===== src/rtl/approx_mult_err_monitor.sv =====
// approx_mult_err_monitor
//   Characterises an unsigned WxW approximate multiplier. Accepts a stream of
//   (x, y, z_approx) triples, computes the exact product and accumulates
//   error statistics over a window of 2^LOG2N accepted samples.
//
// Ports
//   clk, rst_n           clock (rising edge), asynchronous active-low reset
//   start                begins a new window (honoured in IDLE or DONE only)
//   in_valid / in_ready  input handshake; accept = in_valid & in_ready
//   x, y, z_approx       operands and approximate product under test
//   busy                 high while the window is running or draining
//   done                 one-cycle pulse when results become final
//   err_abs_sum          sum of |x*y - z_approx|
//   err_sgn_sum          two's-complement sum of (x*y - z_approx)
//   err_max              maximum |x*y - z_approx|
//   err_nz_cnt           number of samples with nonzero error
module approx_mult_err_monitor #(
  parameter int unsigned W     = 8,
  parameter int unsigned LOG2N = 16,
  parameter int unsigned ACC_W = 2*W + LOG2N
) (
  input  logic               clk,
  input  logic               rst_n,
  input  logic               start,
  input  logic               in_valid,
  output logic               in_ready,
  input  logic [W-1:0]       x,
  input  logic [W-1:0]       y,
  input  logic [2*W-1:0]     z_approx,
  output logic               busy,
  output logic               done,
  output logic [ACC_W-1:0]   err_abs_sum,
  output logic [ACC_W:0]     err_sgn_sum,
  output logic [2*W-1:0]     err_max,
  output logic [LOG2N:0]     err_nz_cnt
);

  typedef enum logic [1:0] {IDLE, RUN, DRAIN, DONE} state_t;

  // Count value at which the current accept is the last one of the window.
  localparam logic [LOG2N:0] LAST = {1'b0, {LOG2N{1'b1}}};

  state_t state_q, state_d;

  logic [LOG2N:0] cnt_q;
  logic           done_q;

  // Stage 0: captured triple (only written on accept)
  logic           v0_q;
  logic [W-1:0]   x_q, y_q;
  logic [2*W-1:0] z_q;

  // Stage 1: signed error and its magnitude
  logic           v1_q;
  logic [2*W:0]   e_q;
  logic [2*W-1:0] abs_q;

  // Results
  logic [ACC_W-1:0] abs_sum_q;
  logic [ACC_W:0]   sgn_sum_q;
  logic [2*W-1:0]   max_q;
  logic [LOG2N:0]   nz_q;

  logic           accept;
  logic           start_ok;
  logic [2*W-1:0] prod;
  logic [2*W:0]   e_d;
  logic [2*W:0]   e_neg;
  logic [2*W-1:0] abs_d;

  assign accept   = in_valid && (state_q == RUN);
  assign start_ok = start && ((state_q == IDLE) || (state_q == DONE));

  always_comb begin
    state_d = state_q;
    case (state_q)
      IDLE:    if (start) state_d = RUN;
      RUN:     if (accept && (cnt_q == LAST)) state_d = DRAIN;
      DRAIN:   if (!v0_q && !v1_q) state_d = DONE;
      DONE:    if (start) state_d = RUN;
      default: state_d = IDLE;
    endcase
  end

  // Error is formed one bit wider than the product so the sign survives.
  always_comb begin
    prod  = {{W{1'b0}}, x_q} * {{W{1'b0}}, y_q};
    e_d   = {1'b0, prod} - {1'b0, z_q};
    e_neg = '0 - e_d;
    abs_d = e_d[2*W] ? e_neg[2*W-1:0] : e_d[2*W-1:0];
  end

  always_ff @(posedge clk or negedge rst_n) begin
    if (!rst_n) begin
      state_q <= IDLE;
      done_q  <= 1'b0;
      cnt_q   <= '0;
    end else begin
      state_q <= state_d;
      // High only on the DRAIN->DONE transition, i.e. the first DONE cycle.
      done_q  <= (state_q == DRAIN) && (state_d == DONE);
      if (start_ok)    cnt_q <= '0;
      else if (accept) cnt_q <= cnt_q + 1'b1;
    end
  end

  always_ff @(posedge clk or negedge rst_n) begin
    if (!rst_n) begin
      v0_q  <= 1'b0;
      x_q   <= '0;
      y_q   <= '0;
      z_q   <= '0;
      v1_q  <= 1'b0;
      e_q   <= '0;
      abs_q <= '0;
    end else begin
      v0_q <= accept;
      if (accept) begin
        x_q <= x;
        y_q <= y;
        z_q <= z_approx;
      end
      v1_q <= v0_q;
      if (v0_q) begin
        e_q   <= e_d;
        abs_q <= abs_d;
      end
    end
  end

  always_ff @(posedge clk or negedge rst_n) begin
    if (!rst_n) begin
      abs_sum_q <= '0;
      sgn_sum_q <= '0;
      max_q     <= '0;
      nz_q      <= '0;
    end else if (start_ok) begin
      abs_sum_q <= '0;
      sgn_sum_q <= '0;
      max_q     <= '0;
      nz_q      <= '0;
    end else if (v1_q) begin
      abs_sum_q <= abs_sum_q + ACC_W'(abs_q);
      sgn_sum_q <= sgn_sum_q + {{(ACC_W-2*W){e_q[2*W]}}, e_q};
      if (abs_q > max_q) max_q <= abs_q;
      nz_q      <= nz_q + {{LOG2N{1'b0}}, |abs_q};
    end
  end

  assign in_ready    = (state_q == RUN);
  assign busy        = (state_q == RUN) || (state_q == DRAIN);
  assign done        = done_q;
  assign err_abs_sum = abs_sum_q;
  assign err_sgn_sum = sgn_sum_q;
  assign err_max     = max_q;
  assign err_nz_cnt  = nz_q;

endmodule


===== config.mk =====
export PLATFORM = sky130hd
export DESIGN_NAME = approx_mult_err_monitor
export DESIGN_NICKNAME = d
export VERILOG_FILES = /design/src/rtl/approx_mult_err_monitor.sv
export SDC_FILE = /design/constraint.sdc
export NUM_CORES = 1
export LEC_CHECK = 0
export BUFFER_PORTS_ARGS = -buffer_cell sky130_fd_sc_hd__buf_2
export CORE_MARGIN = 5
export CORE_UTILIZATION = 35
export DETAILED_ROUTE_END_ITERATION = 8
export GPL_TIMING_DRIVEN = 0
export PLACE_DENSITY_LB_ADDON = 0.2
export SLEW_MARGIN = 20
export SYNTH_ARGS = -nofsm -noshare
export SYNTH_HDL_FRONTEND = slang
export SYNTH_SLANG_ARGS = --single-unit

===== constraint.sdc =====
create_clock -name clk -period 4.5 [get_ports clk]
set_input_delay 0.9 -clock clk [delete_from_list [all_inputs] [get_ports clk]]
set_output_delay 0.9 -clock clk [all_outputs]
set_load 0.03 [all_outputs]

; ---- After elaboration in Yosys (flattened, before gate mapping)
; Cells that the tools add are included.
; W data, S select, Z words.
[classes]
n_addsub = 6
mul = 1
order_cmp = 1
eq_ne = 5
n_mux = 16
n_reduce_logical = 16
[op_table]
columns = operator, n
row1 = $mux W17, 4
row2 = $mux W33, 2
row3 = $mux W16, 4
row4 = $mux W32, 2
row5 = $add A33 B33 Y33, 1
row6 = $add A32 B16 Y32, 1
row7 = $add A17 B1 Y17, 1
row8 = $add A17 B1 Y17 const B, 1
row9 = $eq A17 B16 Y1 const B, 1
row10 = $sub A16 B16 Y17, 1
row11 = $gt A16 B16 Y1, 1
row12 = $mul A8 B8 Y16, 1
row13 = $reduce_or A16 Y1, 1
row14 = $sub A1 B16 Y16 const A, 1
row15 = $eq A2 B2 Y1 const B, 3
row16 = $mux W2, 3
row17 = $pmux W2 S3, 1
row18 = $reduce_bool A2 Y1, 3
row19 = $logic_and A1 B1 Y1, 5
row20 = $eq A2 B1 Y1 const B, 1
row21 = $logic_not A1 Y1, 2
row22 = $logic_not A2 Y1, 1
row23 = $logic_or A1 B1 Y1, 2
row24 = $reduce_and A2 Y1, 1
row25 = $reduce_or A2 Y1, 1
[totals]
ff_bits = 185
out_inout_bits = 101

; ---- Logic depth before layout (Yosys ltp)
[logic_depth]
depth_word = 7
depth_mapped = 21
mapped_depth_nobuf = 19

; ---- Worst setup path before layout
; Ideal clock, no wire load.
[synth_path]
path_kind = register to register
start = reg y_q[2]
end = reg abs_q[15]
arrival_ns = 4.800
required_ns = 4.364
slack_ns = -0.436
path_stages_with_launch = 20
path_buffers = 1
path_cell_list = dfrtp_1 > clkbuf_1 > nand2_1 > fa_1 > inv_1 > fa_1 > fa_1 > inv_1 > fa_1 > inv_1 > ha_1 > or2_2 > a21oi_1 > a211oi_1 > o21ba_1 > or3_4 > nor4b_4 > a31oi_1 > xnor2_1 > a21oi_1
[synth_via]
elab_chain_len = 4
[synth_lines]
columns = element, line_no
row1 = from (decl), 50  ; logic [W-1:0] x_q, y_q;
row2 = from (signal assigned), 120  ; y_q <= y;
row3 = $mul A8 B8 Y16 (*), 87  ; prod = {{W{1'b0}}, x_q} * {{W{1'b0}}, y_q};
row4 = $sub A16 B16 Y17 (*), 88  ; e_d = {1'b0, prod} - {1'b0, z_q};
row5 = $sub A1 B16 Y16, 89  ; e_neg = '0 - e_d;
row6 = $mux W16 (*), 90  ; abs_d = e_d[2*W] ? e_neg[2*W-1:0] : e_d[2*W-1:0];
row7 = to (signal assigned), 126  ; abs_q <= abs_d;
row8 = to (decl), 56  ; logic [2*W-1:0] abs_q;
; Every way passes the cells marked *; elsewhere a longest branch is shown, timed or not.
; A chain may end at the register's enable or synchronous reset.

; ---- Final worst setup path
[layout_path]
start = reg x_q[3]
end = reg abs_q[3]
[layout_via]
elab_chain_len = 4
[layout_lines]
columns = element, line_no
row1 = from (decl), 50
row2 = from (signal assigned), 110  ; x_q <= '0;
row3 = from (signal assigned), 119  ; x_q <= x;
row4 = $mul A8 B8 Y16 (*), 87
row5 = $sub A16 B16 Y17 (*), 88
row6 = $sub A1 B16 Y16, 89
row7 = $mux W16 (*), 90
; Marks and branches as above.

==> run_results.csv <==
group,metric,value,unit
outcome,status,"finished, violations left",
outcome,violations,"negative setup slack",
clocking,clk_latency,0.45,ns
synthesis,synth_enable_flop_cells,0,
placed_design,place_hpwl,28860,µm
clocking,numCtsBuffers,17,
grt,grt-ovfl-total,0,
timing,fin_skew,0.01119,ns
die,dieArea,43130,µm²
drt,drtPass1Iterations,6,
min_path,min-delay-path-class,"in -> async",
drt,dr.first_iter.drc_count,631,
die,row_count,72,
worst_setup_path,critPathRequiredTime,4.83,ns
synthesis,ys_ff_latch,184,
synthesis,ys_warn_count,0,
timing,max_freq,0.2022,GHz
placed_design,place_congestion,0.8804,
grt,grt_pass1_wl,62220,µm
timing,hold_viol,0,
placed_design,placedCellCount,2151,
finish,final_cells,2237,
die,core,38650,µm²
timing,fin_crit_sh,109.9,%
worst_setup_path,critPathLaunchType,"register",
placed_design,portBuffers,136,
grt,grt_max_degree,73,
timing,slew_viol_final,0,
synthesis,yosysTopAreaCell,"dfrtp_1",
finish,final_nets,1907,
finish,drive_gt1_share,23.91,%
clocking,path_clk_slew,0.07,ns
timing,setup-violations-final,21,
synthesis,yosysUniqueCellTypes,82,
clocking,cts.sinks,184,
die,floorplan.die.height,207.7,µm
die,start_util,35.39,%
worst_setup_path,cp_max_fo,6,
timing,min_period,4.945,ns
finish,area_growth_syn_to_layout,23.07,%
timing,setup_slack,-0.4452,ns
worst_setup_path,end_kind,"register",
grt,grt.total_usage,17.66,%
synthesis,synth_area_leaders,"dfrtp_1, ha_1, fa_1, nor2_1, inv_1",
drt,ant_nets,0,
worst_setup_path,worstPathArrival,5.28,ns
clocking,cts_root_buf,"clkbuf_16",
timing,max_slew_margin,33.20,%
die,num_io_pins,137,
flow_run,max_cap_viol_count,0,
clocking,clock_path_buffers,2,
synthesis,syn_inst,1495,
worst_setup_path,r2r_cells,23,
drt,wl_per_cell,17.20,µm
drt,wl,38470,µm
finish,n_antenna_cell,0,
clocking,ctsHtreeMaxLevel,4,
drt,viasPerCell,5.137,
synthesis,netlist_area,13680,µm²
synthesis,syn_avg_cell_area,9.148,µm²
drt,drcViolationCount,0,
synthesis,seq_area_frac_synth,33.67,%
timing,worst_pin_slew,1.002,ns
drt,vias,11490,
timing,rsz0062_at_grt,"true",
die,die_x,207.7,µm
clocking,cts_tree,"built",
worst_setup_path,critical_path_class,"reg -> reg",
grt,grt_pass1_vias,11390,
synthesis,synth_ff_type,"dfrtp_1",
synthesis,synth_fp_nets,1696,
grt,antenna_found_initial,0,
synthesis,synth-async-reset-ratio,100.0,%
synthesis,yosys.area.top_type_share,33.67,%
## final cells by class
cell class | count | area [µm²]
inverter | 136 | 510.5
buffer | 50 | 234.0
timing repair buffer | 196 | 1271
multi-input combinational | 1121 | 8960
clock buffer | 21 | 450.4
tap | 518 | 648.1
clock inverter | 11 | 135.1
sequential | 184 | 4621
fill | 3752 | 21820
## sequential cells by signal, indices dropped and copies added, names as in the netlist
register / cells
v0_q: 1
done: 1
v1_q: 1
y_q: 8
abs_q: 15
e_q: 17
err_abs_sum: 32
err_nz_cnt: 17
state_q: 2
z_q: 16
cnt_q: 17
err_max: 16
err_sgn_sum: 33
x_q: 8
## through the flow
stage | cell area, µm² | hold slack, ns | setup WS, ns | TNS, ns | util [%]
floorplan | 13870 | 0.4090 | -0.1768 | -1.904 | -
global placement | 15200 | 0.5098 | -0.7750 | -145.57 | 39.32
detailed placement | 15260 | 0.5177 | -0.7592 | -10.23 | 39.49
CTS | 16510 | 0.3666 | -0.4596 | -7.296 | 42.73
global route | 16830 | 0.3794 | -0.6142 | -10.60 | 43.55
finish | 16830 | 0.3504 | -0.4452 | -7.030 | 43.55
## worst max-delay path, stage by stage (launching register included)
cell,delay (ns)
dfrtp_2,0.43
buf_6,0.13
buf_6,0.10
nand2_2,0.05
fa_1,0.42
fa_1,0.51
inv_2,0.05
fa_1,0.52
inv_1,0.05
fa_1,0.48
inv_2,0.04
ha_4,0.23
or2_4,0.26
a21oi_4,0.15
a21oi_4,0.07
buf_6,0.14
a21oi_4,0.16
buf_6,0.11
a21o_1,0.11
o311a_4,0.24
buf_8,0.14
nor2_4,0.05
xnor2_2,0.13
mux2_4,0.25
## per-layer routing
| metal | global-route usage (%) | vias up | share of wire [%] |
|---|---|---|---|
| li1 | - | 5591 | - |
| met1 | 24.20 | 5610 | 46 |
| met2 | 29.50 | 253 | 48 |
| met3 | 3.128 | 38 | 4.4 |
| met4 | 3.783 | 0 | 1.4 |
| met5 | 0 | - | 0 |
## Yosys cell counts, types with 3 or more instances
master / n
nor2b_1: 16
ha_1: 113
clkbuf_1: 36
nand3_1: 40
o21a_1: 14
inv_1: 136
xor2_1: 45
o22ai_1: 6
a21oi_1: 99
o211ai_1: 8
a31oi_1: 13
nand2_1: 106
or3_1: 15
and3_1: 13
mux2i_1: 32
nor3_1: 20
a211oi_1: 18
fa_1: 52
buf_2: 6
nand4_1: 19
mux2_2: 33
o21bai_1: 4
nand2b_1: 13
o31ai_1: 5
and2_1: 45
nor2_1: 156
nor4_1: 11
o211a_1: 3
dfrtp_1: 184
a21o_1: 24
o21ai_1: 4
o21ai_0: 81
buf_1: 10
or2_2: 7
xnor2_1: 47
o2111ai_1: 5
## worst paths after layout
check                      slack, ns  startpoint              end
max                            -0.45      x_q[3]         abs_q[3]
min                             0.35       rst_n  err_sgn_sum[30]
max reg2reg                    -0.45      x_q[3]         abs_q[3]
min reg2reg                     0.51        v0_q             v1_q
max in group asynchronous       3.04       rst_n           y_q[4]
min in group clk                0.51        v0_q             v1_q
## layout by cell type (no fill, tap or decap), types with 44 or more instances in the layout
master   synthesis  final
a21oi_1         99     85
buf_2            6    142
dfrtp_1        184    171
fa_1            52     47
ha_1           113    105
inv_1          136    126
nand2_1        106     98
nor2_1         156    145
o21ai_0         81     76
xor2_1          45     44
## timing repair
item | CTS | global route
pin swaps | 49 | 33
setup endpoints to repair | 22 | 23
resized for setup | 81 | 55
hold endpoints to repair | 0 | 0
setup buffers | 46 | 11
hold buffers | 0 | 0
gates cloned | 1 | 0
## cell families (layout without fill, tap and decap cells)
group	after synthesis	in the layout	synth area share, %
xor gates and xnor gates	92	92	5.892
and+or+nand+nor	479	479	17.03
adders and majority gates	165	165	17.95
muxes	65	65	5.060
buffers and inverters	190	414	5.352
DFF	184	184	33.67
AOI/OAI and AO/OA	320	320	15.05
Power is left out: the tool's default activity adds up to more than one toggle a clock period on the data nets, which glitch-free logic cannot reach.
